<file path="config.mk">
export PLATFORM = sky130hd
export DESIGN_NAME = garage_door_plant
export DESIGN_NICKNAME = d
export VERILOG_FILES = /design/src/rtl/garage_door_plant.sv
export SDC_FILE = /design/constraint.sdc
export NUM_CORES = 1
export LEC_CHECK = 0
export BUFFER_PORTS_ARGS = -buffer_cell sky130_fd_sc_hd__buf_2
export CORE_MARGIN = 8
export CORE_UTILIZATION = 48
export CTS_CLUSTER_SIZE = 28
export DETAILED_ROUTE_END_ITERATION = 8
export PLACE_DENSITY = 0.75
export SLEW_MARGIN = 15
export SYNTH_ARGS = -nofsm -noshare
export SYNTH_HDL_FRONTEND = slang
export SYNTH_SLANG_ARGS = --single-unit
</file>
<file path="constraint.sdc">
create_clock -name clk -period 2.1 [get_ports clk]
set_input_delay 0.42 -clock clk [delete_from_list [all_inputs] [get_ports clk]]
set_output_delay 0.42 -clock clk [all_outputs]
set_load 0.005 [all_outputs]
</file>
<file path="src/rtl/garage_door_plant.sv">
// ---------------------------------------------------------------------------
// garage_door_plant
//
// Stand-in for the physical garage door. It takes the controller's motor
// commands and produces the limit switches, so the controller can run in a
// closed loop in simulation or on a demo board with no real door attached.
// Door position is an integer count that moves one step every STEP_DIV clock
// edges while a motor is energised. A sticky fault flag catches the illegal
// "both motors on" command.
//
// Parameters:
//   TRAVEL   - position count of the fully open door (closed is 0)
//   STEP_DIV - clock edges per position step (1 or more)
//   POS_W    - width of the position count
//
// Ports:
//   clk    in   system clock, rising edge
//   rst    in   asynchronous active-low reset (door returns to closed)
//   UP_M   in   raise-motor command
//   DN_M   in   lower-motor command
//   UP_MAX out  upper limit switch, high when POS == TRAVEL
//   DN_MAX out  lower limit switch, high when POS == 0
//   POS    out  current door position
//   MOVING out  high while the door is rising or falling
//   FAULT  out  sticky flag, set when both commands are seen high
// ---------------------------------------------------------------------------
module garage_door_plant #(
   parameter int TRAVEL   = 8,
   parameter int STEP_DIV = 4,
   parameter int POS_W    = 4
) (
   input  logic             clk,
   input  logic             rst,
   input  logic             UP_M,
   input  logic             DN_M,
   output logic             UP_MAX,
   output logic             DN_MAX,
   output logic [POS_W-1:0] POS,
   output logic             MOVING,
   output logic             FAULT
);

   // A prescaler of one edge per step still needs a one-bit register.
   localparam int DIV_W = (STEP_DIV > 1) ? $clog2(STEP_DIV) : 1;

   localparam logic [POS_W-1:0] TRAVEL_C = POS_W'(TRAVEL);
   localparam logic [DIV_W-1:0] DIV_LAST = DIV_W'(STEP_DIV - 1);

   // One-hot motion state.
   typedef enum logic [2:0] {
      ST_STOPPED = 3'b100,
      ST_RISING  = 3'b010,
      ST_FALLING = 3'b001
   } state_t;

   state_t           r_state;
   logic [POS_W-1:0] r_pos;
   logic [DIV_W-1:0] r_div;
   logic             r_fault;

   logic [POS_W-1:0] w_posInc;
   logic [POS_W-1:0] w_posDec;
   logic             w_stepDue;

   assign w_posInc  = r_pos + POS_W'(1);
   assign w_posDec  = r_pos - POS_W'(1);
   assign w_stepDue = (r_div == DIV_LAST);

   // Door mechanics. A latched fault freezes everything until reset. Both
   // motors on latches the fault and stops the door where it is. Otherwise
   // the door moves one step per prescaler wrap in the commanded direction,
   // stops when it reaches a limit or the command drops, and reverses
   // immediately on the opposite command, discarding any partial step.
   // Reversal from a limit goes to STOPPED, because the door cannot move
   // further in that direction.
   always_ff @(posedge clk or negedge rst) begin
      if (!rst) begin
         r_state <= ST_STOPPED;
         r_pos   <= '0;
         r_div   <= '0;
         r_fault <= 1'b0;
      end else if (r_fault) begin
         r_fault <= 1'b1;
      end else if (UP_M && DN_M) begin
         r_fault <= 1'b1;
         r_state <= ST_STOPPED;
         r_div   <= '0;
      end else begin
         case (r_state)
            ST_STOPPED: begin
               r_div <= '0;
               if (UP_M && (r_pos < TRAVEL_C)) begin
                  r_state <= ST_RISING;
               end else if (DN_M && (r_pos != '0)) begin
                  r_state <= ST_FALLING;
               end
            end
            ST_RISING: begin
               if (UP_M) begin
                  if (w_stepDue) begin
                     r_div <= '0;
                     if (r_pos < TRAVEL_C) begin
                        r_pos <= w_posInc;
                     end
                     if ((r_pos >= TRAVEL_C) || (w_posInc == TRAVEL_C)) begin
                        r_state <= ST_STOPPED;
                     end
                  end else begin
                     r_div <= r_div + DIV_W'(1);
                  end
               end else if (DN_M) begin
                  r_div   <= '0;
                  r_state <= (r_pos != '0) ? ST_FALLING : ST_STOPPED;
               end else begin
                  r_div   <= '0;
                  r_state <= ST_STOPPED;
               end
            end
            ST_FALLING: begin
               if (DN_M) begin
                  if (w_stepDue) begin
                     r_div <= '0;
                     if (r_pos != '0) begin
                        r_pos <= w_posDec;
                     end
                     if ((r_pos == '0) || (w_posDec == '0)) begin
                        r_state <= ST_STOPPED;
                     end
                  end else begin
                     r_div <= r_div + DIV_W'(1);
                  end
               end else if (UP_M) begin
                  r_div   <= '0;
                  r_state <= (r_pos < TRAVEL_C) ? ST_RISING : ST_STOPPED;
               end else begin
                  r_div   <= '0;
                  r_state <= ST_STOPPED;
               end
            end
            default: begin
               r_div   <= '0;
               r_state <= ST_STOPPED;
            end
         endcase
      end
   end

   // Outputs are pure decodes of registers, so they only change after a
   // clock edge or on reset.
   assign UP_MAX = (r_pos == TRAVEL_C);
   assign DN_MAX = (r_pos == '0);
   assign POS    = r_pos;
   assign MOVING = (r_state == ST_RISING) || (r_state == ST_FALLING);
   assign FAULT  = r_fault;

endmodule

</file>
==> results of run 1 <==
[routing by layer]
layer / vias to the layer above / wire length [µm]
met5: - / 0
met4: 0 / 38
met3: 5 / 52
met2: 11 / 848
met1: 339 / 753
li1: 341 / -
[power by group through the flow]
| stage | combinational [W] | clock, W | sequential, W |
|---|---|---|---|
| CTS | 0.000213 | 0.000186 | 0.000273 |
| detailed placement | 0.000210 | 0 | 0.000277 |
| global placement | 0.000204 | 0 | 0.000276 |
| floorplan | 0.000186 | 0 | 0.000240 |
| global route | 0.000232 | 0.000197 | 0.000280 |
| finish | 0.000211 | 0.000180 | 0.000275 |
[state kept, by name, indices dropped and copies added (netlist names)]
| signal | cells |
|---|---|
| POS | 4 |
| r_div | 2 |
| FAULT | 1 |
| r_state | 3 |
[kinds of logic after synthesis]
family                   count (synthesis)  share of synthesized area (%)
XOR/XNOR                                 5                           5.83
buffers and inverters                   11                           5.50
AO/OA/AOI/OAI                           16                           16.8
flip-flops                              10                           33.5
multiplexers                             5                           7.17
adder cells (fa/ha/maj)                  4                           6.67
AND/OR/NAND/NOR                         32                           24.5
[through the flow]
stage	cell area [µm²]	power, W
4_1_cts	898	0.000673
3_3_place_gp	852	0.000480
6_report	911	0.000666
2_1_floorplan	751	0.000426
3_5_place_dp	852	0.000487
5_1_grt	911	0.000710
[cell type report]
type | instances | area, µm² | area share (%)
Clock buffer | 4 | 36.3 | 3.98
Timing Repair Buffer | 17 | 103 | 11.3
Inverter | 8 | 30.0 | 3.30
Tap cell | 16 | 20.0 | 2.20
Sequential cell | 10 | 251 | 27.6
Multi-Input combinational cell | 62 | 470 | 51.6
[timing repair]
item | CTS | global route
resized for setup | 0 | 3
endpoints found under the setup margin | 0 | 3
hold buffers | 1 | 0
endpoints found under the hold margin | 9 | 0
[final timing paths]
kind,startpoint,slack (ns),cells past startpoint,endpoint
hold / removal,r_div[1]$_DFFE_PN0N_,0.52,1,r_div[1]$_DFFE_PN0N_
max in group asynchronous,rst,1.31,2,r_state[2]$_DFFE_PN1P_
setup / recovery,POS[1]$_DFFE_PN0P_,0.14,5,DN_MAX
min in group asynchronous,rst,0.53,2,r_div[0]$_DFFE_PN0N_
hold reg to reg,r_div[1]$_DFFE_PN0N_,0.52,1,r_div[1]$_DFFE_PN0N_
setup reg to reg,r_div[0]$_DFFE_PN0N_,0.17,6,r_state[1]$_DFFE_PN0P_
[synth_stat cells (2+ instances only)]
cell type	instances	area, µm²
dfrtp_1	9	225
nand2_1	9	33.8
inv_1	7	26.3
nor2_1	5	18.8
ha_1	4	50.1
nand2b_1	4	25.0
xnor2_1	4	35.0
a21oi_1	3	15.0
clkbuf_1	3	11.3
a22o_1	2	17.5
a311oi_1	2	17.5
mux2_1	2	22.5
mux2i_1	2	20.0
nand3_1	2	10.0
o21ai_0	2	10.0
[cell usage in the layout (no fill, tap or decap), types with 2 or more instances in the layout]
cell / Yosys / routed
buf_4: 0 / 5
nand2b_1: 4 / 4
o21ai_0: 2 / 2
clkbuf_4: 0 / 3
a21oi_1: 3 / 3
a22o_1: 2 / 2
a311oi_1: 2 / 2
inv_1: 7 / 7
nand3_1: 2 / 2
mux2_1: 2 / 2
buf_2: 0 / 11
dfrtp_1: 9 / 9
nand2_1: 9 / 9
mux2i_1: 2 / 2
ha_1: 4 / 3
xnor2_1: 4 / 4
nor2_1: 5 / 5
==> summary.txt, run 1 <==
status -> finished clean
EDFF count, synth -> 0
crit path max-delay cell type -> or3b_4
clock root buffer -> clkbuf_4
Chip Height -> 55.5 µm
total CTS buffers -> 3
Layout area overhead -> 21.3%
Fillers -> 130
RSZ-0062 raised after global routing -> false
Worst Path Buf+Inv -> 3
final cell count without fillers -> 117
GRT Overall Usage -> 12.1%
clock buffer depth -> 2
Min-Delay Path Class -> flop to flop
setup TNS -> 0 ns
post-DP HPWL -> 1290 µm
post-route setup slack -> 0.140 ns
GR Layer Usage met1 -> 13.0%
Initial Util -> 50.4%
WS Path Type -> flop to output port
GR Util met3 -> 4.34%
Fin Clk Skew -> 0.00603 ns
CTS tree -> yes
H-tree depth -> 1
cell family with most CP delay -> simple AND/OR/NAND/NOR gates
pins over their slew limit -> 0
startpoint types -> flop
max cap viols -> 0
crit path max fanout -> 5
max incr delay on CP -> 0.41 ns
clk_lat worst skew -> 0.28 ns
fin util -> 61.2%
Final ANT Viol Nets -> 0
FMAX -> 510 MHz
ys async rst share -> 100%
Post-CTS Setup Repair Bufs -> 0
Mapped Cells -> 83
I/O Buffers -> 11
crit-path most repeated cell -> inv_1
1st-iter DRT viols -> 11
Ports -> 12
Synth cell types -> 38
core area -> 1490 µm²
busiest grt layer -> met2
dpl ws -> 0.123 ns
initial antenna violation count -> 0
Synth Flop Type -> dfrtp_1
Final nets -> 110
yosys warns -> 0
Placed Cells -> 112
pin count of the biggest net entering global routing -> 11
gr ovfl total -> 0
worst slew margin relative to its limit -> 63.3%
Pint -> 0.000434 W
number of synthesized register bits -> 10
Clock Power Share -> 27.0%
per-cell routed wire length -> 14.5 µm
synthesized area per cell -> 9.04 µm²
Final Hold Viols -> 0
VDD IR max -> 0.000461 V
syn_nets -> 91
Logic pwr share -> 31.7%
die area -> 3090 µm²
Tmin final -> 1.96 ns
Antenna Cells -> 0
CP Capture Type -> output port
met2 GRT Util -> 19.9%
endpoints failing setup -> 0
Die Width -> 55.5 µm
residual DRC count -> 0
data required time at the worst endpoint -> 1.68 ns
vias per cell -> 5.95
Detailed Routing Iterations Pass 1 -> 6
period utilisation layout -> 93.4%
crit-path cells -> inv_1 -> ha_2 -> or3b_4 -> inv_1 -> buf_2
mapped cell area -> 751 µm²
Leakage -> 0.411 nW
Fin Hold WS -> 0.522 ns
Via Count -> 696
clk sinks -> 10
Arr. time, crit path -> 1.54 ns
Power Dens Cells -> 732 nW/µm²
vias in the first global route -> 682
Seq/Total Area, Yosys -> 33.5%
drt total wl -> 1690 µm
row cnt -> 14
Worst-Margin Slew -> 0.546 ns
clk slew on worst S/H paths -> 0.07 ns
sw power -> 0.000232 W
sequential share of power -> 41.3%
routability congestion estimate -> 0.747
first-pass GRT wire length -> 3060 µm
share of cells above drive strength 1 -> 30.7%
Sw Ratio -> 34.8%
Note: power is estimated with default switching activity, not from simulation.
==> run 2, diff against run 1 <==
Clock period 2.1 ns to 1.7 ns, I/O delays scaled along.
==> run 2 against run 1 <==
  * The flow now finishes with violations (negative setup slack)
  * Sequential share of layout area decreased by 5.1 points
  * Hold slack got worse by 0.066 ns
  * Count of clock-buffer cells in the layout stayed put
  * Clock power up 24%
  * Via count grew 13%
==> summary.txt, run 2 (same netlist as run 1, synthesis figures left out) <==
total CTS buffers -> 3 (unchanged)
routability congestion estimate -> 0.784 (+5.0%)
Final ANT Viol Nets -> 0 (unchanged)
1st-iter DRT viols -> 12 (+1)
VDD IR max -> 0.000531 V (+15%)
clk slew on worst S/H paths -> 0.07 ns (about the same)
I/O Buffers -> 11 (unchanged)
clk sinks -> 10 (unchanged)
pins over their slew limit -> 0 (unchanged)
setup TNS -> -1.32 ns (-1.32 ns)
post-DP HPWL -> 1550 µm (+21%)
pin count of the biggest net entering global routing -> 11 (unchanged)
FMAX -> 506 MHz
gr ovfl total -> 0 (unchanged)
area of the multi-input gates -> 528 µm² (+12%)
RSZ-0062 raised after global routing -> true
Setup crit end -> r_state[1]$_DFFE_PN0P_
Worst-Margin Slew -> 0.390 ns (-0.156 ns)
Placed Cells -> 125 (+12%)
row cnt -> 14 (unchanged)
die area -> 3090 µm² (unchanged)
per-cell routed wire length -> 16.3 µm (+13%)
worst r2r dst -> r_state[1]$_DFFE_PN0P_
CP Capture Type -> flop
worst slew margin relative to its limit -> 73.8% (+10 points)
Fin Clk Skew -> 0.00199 ns (-0.00404 ns)
Min-Delay Path Class -> input port to async pin
Initial Util -> 50.4% (unchanged)
Detailed Routing Iterations Pass 1 -> 6 (unchanged)
startpoint types -> flop
residual DRC count -> 0 (unchanged)
Reg area -> 253 µm² (+0.50%)
initial antenna violation count -> 0 (unchanged)
period utilisation layout -> 116%
Die Width -> 55.5 µm (unchanged)
clock buffer depth -> 2 (unchanged)
Final Hold Viols -> 0 (unchanged)
failing checks -> negative setup slack
crit path max fanout -> 3 (-2)
vias per cell -> 5.80 (-2.5%)
core area -> 1490 µm² (unchanged)
Fillers -> 102 (-22%)
r2r setup slk -> -0.28 ns (-0.45 ns)
critical path startpoint -> POS[1]$_DFFE_PN0P_
worst r2r path cells -> 7 (+1)
max cap viols -> 0 (unchanged)
WS Path Type -> flop to flop
Tmin final -> 1.98 ns
Via Count -> 783 (+13%)
final cell count without fillers -> 135 (+15%)
clk_lat worst skew -> 0.28 ns (about the same)
Ports -> 12 (unchanged)
dpl ws -> -0.218 ns (-0.341 ns)
vias in the first global route -> 843 (+24%)
Chip Height -> 55.5 µm (unchanged)
most common cell after layout, fill and taps aside -> buf_4
GRT Overall Usage -> 14.3% (+2.3 points)
CTS tree -> yes
DP Area -> 986 µm² (+16%)
flip-flop count of the largest register after layout -> 4 (unchanged)
Critical R2R Launch -> POS[1]$_DFFE_PN0P_
Power Dens Cells -> 834 nW/µm² (+14%)
Leakage -> 0.510 nW (+24%)
endpoints failing setup -> 9 (+9)
most frequent cells in the layout -> buf_4, buf_2, nand2_1
drt total wl -> 2200 µm (+30%)
post-route setup slack -> -0.278 ns (-0.417 ns)
Final nets -> 128 (+16%)
Layout area overhead -> 49.3%
clock root buffer -> clkbuf_4
design area -> 1120 µm² (+23%)
status -> complete, but fails checks
data required time at the worst endpoint -> 1.86 ns (+0.18 ns)
first-pass GRT wire length -> 3710 µm (+21%)
Arr. time, crit path -> 2.14 ns (+0.60 ns)
Antenna Cells -> 0 (unchanged)
H-tree depth -> 1 (unchanged)
share of cells above drive strength 1 -> 50.4% (+20 points)
## run 2: cell count changes in the layout (fill, tap and decap cells not counted), sizes merged
cell / delta
buf: +18
## run 2: critical path, cell delays in order (launching register included)
cell and delay, ns:
dfrtp_1 0.40, inv_2 0.10, ha_2 0.18, inv_1 0.05, o311a_1 0.31, o32ai_2 0.30, o311ai_2 0.18, mux2_1 0.35
## run 2: how the worst min path moves through the flow
stage,startpoint,to,slack (ns),depth (start not counted)
2_1_floorplan,rst,FAULT$_DFF_PN0_,0.04,0
3_3_place_gp,rst,r_div[0]$_DFFE_PN0N_,0.21,1
3_5_place_dp,rst,r_div[0]$_DFFE_PN0N_,0.21,1
4_1_cts,rst,r_div[0]$_DFFE_PN0N_,0.46,2
5_1_grt,rst,FAULT$_DFF_PN0_,0.47,2
6_report,rst,r_state[1]$_DFFE_PN0P_,0.46,2
## run 2: repair_timing
action / CTS / global route
endpoints found under the setup margin: 7 / 10
pin swaps: 9 / 8
gates resized for setup: 8 / 3
hold buffers: 1 / 0
hold endpoints to repair: 9 / 0
buffers inserted: 4 / 1
## run 2: layout make-up
class,instances,area share (%)
Multi-Input combinational cell,62,47.1
Timing Repair Buffer,35,22.7
Sequential cell,10,22.5
Clock buffer,4,3.24
Inverter,8,2.68
Tap cell,16,1.79
## run 2: per-stage QoR
| stage | hold WS, ns | power (W) | util (%) |
|---|---|---|---|
| final | 0.455 | 0.000935 | 75.3 |
| after detailed placement | 0.214 | 0.000660 | 66.2 |
| after global routing | 0.471 | 0.000990 | 75.3 |
| after floorplan | 0.0444 | 0.000526 | - |
| after global placement | 0.210 | 0.000647 | 66.2 |
| after CTS | 0.457 | 0.000910 | 74.1 |
## run 2: power by group
group	internal [W]	total, W	switching, W
Sequential	0.000277	0.000323	0.0000460
Clock	0.000130	0.000224	0.0000940
Combinational	0.000192	0.000388	0.000196
## run 2: per-layer routing
layer	vias to the layer above	routed length [µm]	share of wire (%)	global-route usage, %
met3	8	63	2.9	2.28
met1	381	827	38	14.7
met5	-	0	0	0
li1	376	-	-	-
met2	18	1230	56	25.8
met4	0	80	3.6	9.51
